===== config.mk =====
export PLATFORM = sky130hd
export DESIGN_NAME = ro_puf_eval_flat
export DESIGN_NICKNAME = d
export VERILOG_FILES = /design/src/rtl/ro_puf_pkg.sv /design/src/rtl/ro_puf_eval_if.sv /design/src/rtl/ro_edge_counter.sv /design/src/rtl/ro_puf_eval.sv /design/src/flat_wrapper.sv
export SDC_FILE = /design/constraint.sdc
export NUM_CORES = 1
export LEC_CHECK = 0
export ABC_AREA = 1
export BUFFER_PORTS_ARGS = -buffer_cell sky130_fd_sc_hd__buf_2
export CORE_ASPECT_RATIO = 0.5
export CORE_MARGIN = 3
export CORE_UTILIZATION = 50
export CTS_CLUSTER_DIAMETER = 30
export DETAILED_ROUTE_END_ITERATION = 6
export HOLD_SLACK_MARGIN = 0.12
export PLACE_DENSITY = 0.85
export SLEW_MARGIN = 20
export SYNTH_ARGS = -nofsm -noshare
export SYNTH_HDL_FRONTEND = slang
export SYNTH_SLANG_ARGS = --single-unit
export TNS_END_PERCENT = 20

===== constraint.sdc =====
create_clock -name clk_ref -period 5.9 [get_ports clk_ref]
set_clock_uncertainty 0.2 [all_clocks]
set_input_delay 0.885 -clock clk_ref [delete_from_list [all_inputs] [get_ports clk_ref]]
set_output_delay 0.885 -clock clk_ref [all_outputs]
set_load 0.03 [all_outputs]

===== src/rtl/ro_puf_pkg.sv =====
// ro_puf_pkg: shared state encoding, default parameters and sizing helpers for the RO PUF engine
package ro_puf_pkg;

    typedef enum logic [2:0] {
        ST_IDLE,
        ST_SETTLE,
        ST_COUNT,
        ST_CMP,
        ST_OUT
    } ro_puf_state_e;

    localparam int DEF_NUM_RO  = 128;
    localparam int DEF_CNT_W   = 20;
    localparam int DEF_WINDOW  = 50000;
    localparam int DEF_SETTLE  = 4;
    localparam int DEF_REPEATS = 5;

    function automatic int vote_w(input int repeats);
        return $clog2(repeats + 1);
    endfunction

endpackage


===== src/rtl/ro_puf_eval_if.sv =====
// ro_puf_eval_if: control and response handshake between the PUF engine and its consumer
interface ro_puf_eval_if
    import ro_puf_pkg::*;
#(
    parameter int PAIRS = DEF_NUM_RO / 2
);
    logic             start;
    logic             busy;
    logic             resp_valid;
    logic             resp_ready;
    logic [PAIRS-1:0] resp;

    modport master (input start, resp_ready, output busy, resp_valid, resp);
    modport slave  (output start, resp_ready, input busy, resp_valid, resp);
endinterface


===== src/rtl/ro_edge_counter.sv =====
// ro_edge_counter: synchronises one raw RO output and counts its rising edges with saturation
module ro_edge_counter #(
    parameter int CNT_W = 20
) (
    input  logic             clk_ref,
    input  logic             rst,
    input  logic             ro,
    input  logic             clr,
    input  logic             en,
    output logic [CNT_W-1:0] cnt
);
    logic [2:0] sync;
    logic       rise;
    logic       sat;

    assign rise = sync[1] & ~sync[2];
    assign sat  = &cnt;

    // two synchroniser flops followed by one history flop for edge detection
    always_ff @(posedge clk_ref)
        sync <= rst ? 3'b000 : {sync[1:0], ro};

    // counter sticks at all-ones rather than wrapping
    always_ff @(posedge clk_ref)
        if (rst || clr) cnt <= '0;
        else if (en && rise && !sat) cnt <= cnt + 1'b1;
endmodule


===== src/rtl/ro_puf_eval.sv =====
// ro_puf_eval: time-multiplexed RO PUF pair evaluator; RO_PUF_VOTE_EN adds per-pair majority voting
module ro_puf_eval
    import ro_puf_pkg::*;
#(
    parameter int NUM_RO  = DEF_NUM_RO,
    parameter int PAIRS   = NUM_RO / 2,
    parameter int CNT_W   = DEF_CNT_W,
    parameter int WINDOW  = DEF_WINDOW,
    parameter int SETTLE  = DEF_SETTLE,
    parameter int REPEATS = DEF_REPEATS
) (
    input  logic              clk_ref,
    input  logic              rst,
    input  logic [NUM_RO-1:0] ro_in,
    ro_puf_eval_if.master     bus
);
`ifdef RO_PUF_VOTE_EN
    localparam int REPS = REPEATS;
`else
    localparam int REPS = 1 + 0 * REPEATS;
`endif
    localparam int IW   = $clog2(NUM_RO);
    localparam int PW   = PAIRS > 1 ? $clog2(PAIRS) : 1;
    localparam int RW   = REPS > 1 ? $clog2(REPS) : 1;
    localparam int TMAX = WINDOW > SETTLE ? WINDOW : SETTLE;
    localparam int TW   = $clog2(TMAX);

    ro_puf_state_e    state;
    ro_puf_state_e    state_nxt;
    logic [PW-1:0]    pair;
    logic [RW-1:0]    rep;
    logic [TW-1:0]    tmr;
    logic [CNT_W-1:0] cnt_a;
    logic [CNT_W-1:0] cnt_b;
    logic [IW-1:0]    sel_a;
    logic [IW-1:0]    sel_b;
    logic             clr;
    logic             en;
    logic             last_t;
    logic             last_pair;
    logic             last_rep;
    logic             done;
    logic             bit_ab;
    logic             busy;
    logic             resp_valid;
    logic [PAIRS-1:0] resp;

    assign sel_a     = IW'(pair);
    assign sel_b     = IW'(pair) + IW'(PAIRS);
    assign last_t    = tmr == (state == ST_SETTLE ? TW'(SETTLE - 1) : TW'(WINDOW - 1));
    assign last_pair = pair == PW'(PAIRS - 1);
    assign last_rep  = rep == RW'(REPS - 1);
    assign done      = last_pair && last_rep;
    assign bit_ab    = cnt_a > cnt_b;

    assign bus.busy       = busy;
    assign bus.resp_valid = resp_valid;
    assign bus.resp       = resp;

    ro_edge_counter #(.CNT_W(CNT_W)) u_cnt_a (
        .clk_ref (clk_ref),
        .rst     (rst),
        .ro      (ro_in[sel_a]),
        .clr     (clr),
        .en      (en),
        .cnt     (cnt_a)
    );

    ro_edge_counter #(.CNT_W(CNT_W)) u_cnt_b (
        .clk_ref (clk_ref),
        .rst     (rst),
        .ro      (ro_in[sel_b]),
        .clr     (clr),
        .en      (en),
        .cnt     (cnt_b)
    );

    // state register
    always_ff @(posedge clk_ref)
        state <= rst ? ST_IDLE : state_nxt;

    // next-state: settle, count, compare for every pair of every repetition
    always_comb begin
        state_nxt = state;
        case (state)
            ST_IDLE:   state_nxt = bus.start ? ST_SETTLE : ST_IDLE;
            ST_SETTLE: state_nxt = last_t ? ST_COUNT : ST_SETTLE;
            ST_COUNT:  state_nxt = last_t ? ST_CMP : ST_COUNT;
            ST_CMP:    state_nxt = done ? ST_OUT : ST_SETTLE;
            ST_OUT:    state_nxt = bus.resp_ready ? ST_IDLE : ST_OUT;
            default:   state_nxt = ST_IDLE;
        endcase
    end

    // Moore outputs and counter controls
    always_comb begin
        busy       = state == ST_SETTLE || state == ST_COUNT || state == ST_CMP;
        resp_valid = state == ST_OUT;
        clr        = state == ST_SETTLE;
        en         = state == ST_COUNT;
    end

    // pair/rep loop indices and a phase timer restarted on every state change
    always_ff @(posedge clk_ref) begin
        if (rst || state == ST_IDLE) begin
            pair <= '0;
            rep  <= '0;
        end else if (state == ST_CMP) begin
            pair <= last_pair ? '0 : pair + 1'b1;
            rep  <= last_pair ? rep + 1'b1 : rep;
        end
        tmr <= (rst || state_nxt != state) ? '0 : tmr + 1'b1;
    end

`ifdef RO_PUF_VOTE_EN
    localparam int VW = vote_w(REPS);

    logic [VW-1:0]    vote [PAIRS];
    logic [PAIRS-1:0] maj;

    // majority per pair, folding in the compare being made this cycle
    always_comb
        for (int p = 0; p < PAIRS; p++)
            maj[p] = (vote[p] + VW'(bit_ab && pair == PW'(p))) > VW'(REPS / 2);

    // vote bank cleared when an evaluation starts, bumped on each winning compare
    always_ff @(posedge clk_ref)
        if (rst || (state == ST_IDLE && bus.start)) vote <= '{default: '0};
        else if (state == ST_CMP && bit_ab) vote[pair] <= vote[pair] + 1'b1;

    // response only changes when the final compare completes the vote
    always_ff @(posedge clk_ref)
        if (rst) resp <= '0;
        else if (state == ST_CMP && done) resp <= maj;
`else
    // each compare writes its response bit directly
    always_ff @(posedge clk_ref)
        if (rst) resp <= '0;
        else if (state == ST_CMP) resp[pair] <= bit_ab;
`endif
endmodule

===== src/flat_wrapper.sv =====
// flat-port wrapper written by rule: the top's interface ports become plain ports
module ro_puf_eval_flat import ro_puf_pkg::*;
#(
    parameter int NUM_RO  = DEF_NUM_RO,
    parameter int PAIRS   = NUM_RO / 2,
    parameter int CNT_W   = DEF_CNT_W,
    parameter int WINDOW  = DEF_WINDOW,
    parameter int SETTLE  = DEF_SETTLE,
    parameter int REPEATS = DEF_REPEATS
)
  (clk_ref, rst, ro_in, bus_start, bus_resp_ready, bus_busy, bus_resp_valid, bus_resp);
  ro_puf_eval_if #(.PAIRS(PAIRS)) bus_i ();
  input  logic clk_ref;
  input  logic rst;
  input  logic [NUM_RO-1:0] ro_in;
  input wire logic [$bits(bus_i.start)-1:0] bus_start;
  input wire logic [$bits(bus_i.resp_ready)-1:0] bus_resp_ready;
  output wire logic [$bits(bus_i.busy)-1:0] bus_busy;
  output wire logic [$bits(bus_i.resp_valid)-1:0] bus_resp_valid;
  output wire logic [$bits(bus_i.resp)-1:0] bus_resp;
  assign bus_i.start = bus_start;
  assign bus_i.resp_ready = bus_resp_ready;
  assign bus_busy = bus_i.busy;
  assign bus_resp_valid = bus_i.resp_valid;
  assign bus_resp = bus_i.resp;
  ro_puf_eval #(.NUM_RO(NUM_RO), .PAIRS(PAIRS), .CNT_W(CNT_W), .WINDOW(WINDOW), .SETTLE(SETTLE), .REPEATS(REPEATS)) u_core (.clk_ref(clk_ref), .rst(rst), .ro_in(ro_in), .bus(bus_i));
endmodule

==> out/metrics.cfg <==
[layout]
ff_latch_area_sq_mm = 0.00273
mostFrequentLayoutCell = sky130_fd_sc_hd__nand2_1
area_of_the_multi_input_gates_sq_mm = 0.00479
layout_utilization_pct = 62.4
final_nets = 1623
highest_count_cells_in_the_layout_ignoring_fill_and_taps = sky130_fd_sc_hd__nand2_1, sky130_fd_sc_hd__buf_2, sky130_fd_sc_hd__nor2_1
area_delta_synth_final_pct = 20.3
antenna_cells = 0
drive_above_1_share_pct = 17.9
n_fill_cell = 1451

[sta]
hold_ws_ns = 0.203
grt_setup_unrepaired = no
min_period_over_period_pct = 48.4
slew_at_the_pin_with_the_worst_max_slew_slack_ns = 0.699
setup_viol_count_final = 0
report.final.hold_viol_count = 0
final-max-slew-violation-count = 0
worst_case_headroom_to_the_max_slew_limit_pct = 53.3
layout_min_cycle_time_ns = 2.85
clock.fmax_mhz = 350
setup_tns_ns = 0

[logic_synthesis]
synth_area_leader_cell = sky130_fd_sc_hd__dfxtp_1
largest_family_of_logic_cells_by_synthesized_area = simple AND/OR/NAND/NOR gates
synth_edf_count = 0
postSynthAreaPerCell_sq_um = 6.24
ys_dominant_reg_cell = sky130_fd_sc_hd__dfxtp_1
cell_count_after_synthesis = 1298
area_fraction_in_compound_gates_after_synthesis_pct = 13.4
synth-simple-area-share_pct = 37.5
synthXorXnorAreaFrac_pct = 4.33
yosys_warnings = 0
seq_area_frac_synth_pct = 33.6
most_area_consuming_cells_after_synthesis = sky130_fd_sc_hd__dfxtp_1, sky130_fd_sc_hd__nand2_1, sky130_fd_sc_hd__a21oi_1
synth_top_area_share_pct = 33.6
synth.distinct_cells = 34
postSynthRegisterBits = 136
syn_nets = 1454
yosys-mux-area-fraction_pct = 0
synth-async-reset-ratio_pct = 0
yosys.area_share.adder_pct = 3.71
mappedNetlistArea_sq_mm = 0.00809

[power]
switching_share_pct = 23.2
power.leakage_nw = 4.45
power.net_switching_uw = 497
power_frac_clock_pct = 51.3
pwr-share-comb_pct = 5.6
cell_internal_pwr_mw = 1.65
power_per_cell_area_mw_per_mm2 = 220
ir_worst_vdd_uv = 210
seq_power_share_pct = 43.1

[status]
run_status = completed

[placement]
gpl.final_weighted_congestion = 0.919
port_buffers = 197
post-dp-hpwl_mm = 18.1

[die]
rows = 32
die_width_microns = 186
floorplan.initialDensity_pct = 51.8
floorplan.core_area_sq_mm = 0.0156
dieHeight_microns = 96.0
die-area_sq_mm = 0.0178
io_pins = 198

[cts]
htree_levels = 4
cts-hold-fix-buffers = 0
post_cts.resized_instances = 0
clock_latency_ns = 0.43
cts.sinks = 136
cts_post_setup_buffers_inserted = 0
clock_path_buffers = 2
cts_root_buf = sky130_fd_sc_hd__clkbuf_16
clkTransAtPathRegs_ns = 0.06
tritoncts = yes
cts_buffers = 17

[global_route]
global_route.usage.met1_pct = 36.2
grt-busiest-layer = met2
grt_max_degree = 70
gr-usage-all-layers_pct = 27.1
global_route.overflow_total = 0
grt_pass1_wl_mm = 39.1
grt.met3_usage_pct = 7.74
grt_util_met2_pct = 43.1
grt_antenna_before_repair = 0
first_global_vias = 8206

[critical_path]
critical_path_class = reg -> reg
cell_family_with_most_cp_delay = simple AND/OR/NAND/NOR gates
cp_data_required_time_ns = 6.05
crit_path_start_kind = flip-flop
worstPathCellList = ha_1 -> nand2_1 -> inv_1 -> nand2_1 -> nor2_1 -> nand4_1 -> nand2_1 -> inv_1 -> nand3_1 -> nand2_1 -> a21oi_1
cpPeakStageDelay_ns = 0.54
timing.critical_path.arrival_ns = 3.01
critical_path.slowest_cell = sky130_fd_sc_hd__nand2_1
crit_path_max_fanout = 21
setup.worst_path.start = u_core.u_cnt_a.cnt[0]
critPathMostFrequentCell = sky130_fd_sc_hd__nand2_1
cp_num_buf_inv = 2
worst_r2r_startpoint = u_core.u_cnt_a.cnt[0]
crit_path_end_kind = flip-flop

[routing]
drtPass1Iterations = 5
drt_first_iter_violations = 821
post-route-drc-count = 0
routed-via-count = 8950
avgViaCountPerCell = 5.32
wire_per_inst_microns = 14.5
detail-route-antenna-nets = 0
routed_wl_mm = 24.3

[hold_path]
min-delay-start = u_core.u_cnt_a.sync[0]
hold_path.class = reg -> reg

[flow_run]
cap_viol_max_count = 0

[Yosys cell counts, types with 2 or more instances]
master                     number
sky130_fd_sc_hd__o21a_1         2
sky130_fd_sc_hd__xor2_1        32
sky130_fd_sc_hd__nand3b_1       3
sky130_fd_sc_hd__nand3_1       45
sky130_fd_sc_hd__clkbuf_1      26
sky130_fd_sc_hd__nand2_2        4
sky130_fd_sc_hd__nand2_1      468
sky130_fd_sc_hd__ha_1          24
sky130_fd_sc_hd__xnor2_1        8
sky130_fd_sc_hd__buf_1          4
sky130_fd_sc_hd__nor4_1         2
sky130_fd_sc_hd__nand4_1       20
sky130_fd_sc_hd__inv_1         89
sky130_fd_sc_hd__o21ai_0       81
sky130_fd_sc_hd__nor2_2        13
sky130_fd_sc_hd__buf_4          4
sky130_fd_sc_hd__buf_2         18
sky130_fd_sc_hd__a21oi_1      132
sky130_fd_sc_hd__inv_2          3
sky130_fd_sc_hd__nor3_1        22
sky130_fd_sc_hd__nor2_4         2
sky130_fd_sc_hd__dfxtp_1      136
sky130_fd_sc_hd__nor2_1       146
sky130_fd_sc_hd__nand3_2        2
sky130_fd_sc_hd__nor3_2         3
[tightest hold or removal path, cell delays in order (launching register included)]
cell	delay, ns
sky130_fd_sc_hd__dfxtp_1	0.30
sky130_fd_sc_hd__inv_1	0.04
sky130_fd_sc_hd__nor2_1	0.03
[flip-flops by register name, summed over array words and instances, names as in the netlist]
register             cells
u_core.bus.resp         64
u_core.u_cnt_a.cnt      20
u_core.u_cnt_b.cnt      20
u_core.tmr              16
u_core.pair              6
u_core.state             3
u_core.u_cnt_a.sync      3
u_core.u_cnt_b.sync      3
u_core.rep               1
[layout make-up]
type                    count  share of cell area, %
multi-input cells        1016                   49.1
flip-flops and latches    136                   28.0
well taps                 204                   2.62
repair buffers            203                   10.6
clock inverters            11                   1.53
inverters                  93                   3.58
clock buffers              19                   4.55
[per-layer routing]
metal / vias to the layer above / share of wire, %
met5: - / 0
met4: 0 / 1.7
met3: 38 / 8.4
met2: 337 / 45
met1: 4077 / 45
li1: 4498 / -
[final timing paths]
check | endpoint | slack (ns) | cells after the start
worst max-delay path | u_core.u_cnt_a.cnt[6] | 3.05 | 11
worst min-delay path | u_core.u_cnt_a.sync[1] | 0.20 | 2
worst max register to register | u_core.u_cnt_a.cnt[6] | 3.05 | 11
worst min register to register | u_core.u_cnt_a.sync[1] | 0.20 | 2
[per-stage QoR]
stage	instances	power [mW]	cell area (sq um)	setup slack [ns]
4_1_cts	1682	2.15	9730	2.98
5_1_grt	1682	2.20	9740	2.77
6_report	1682	2.14	9740	3.05
3_5_place_dp	1652	1.06	9140	3.07
2_1_floorplan	1298	1.00	8090	3.80
3_3_place_gp	1652	1.06	9140	3.19
[kinds of logic after synthesis]
kind of cell | after synthesis
buffers and inverters | 146
DFF | 136
and+or+nand+nor | 736
xor gates and xnor gates | 40
AOI/OAI and AO/OA | 216
adders and majority gates | 24
[power by group through the flow]
stage	Clock, mW	Combinational (mW)	Sequential, mW
3_3_place_gp	0	0.118	0.944
5_1_grt	1.14	0.135	0.924
3_5_place_dp	0	0.119	0.944
6_report	1.10	0.120	0.924
2_1_floorplan	0	0.0597	0.944
4_1_cts	1.10	0.119	0.924
No activity file was read; power rests on OpenSTA's default activity.
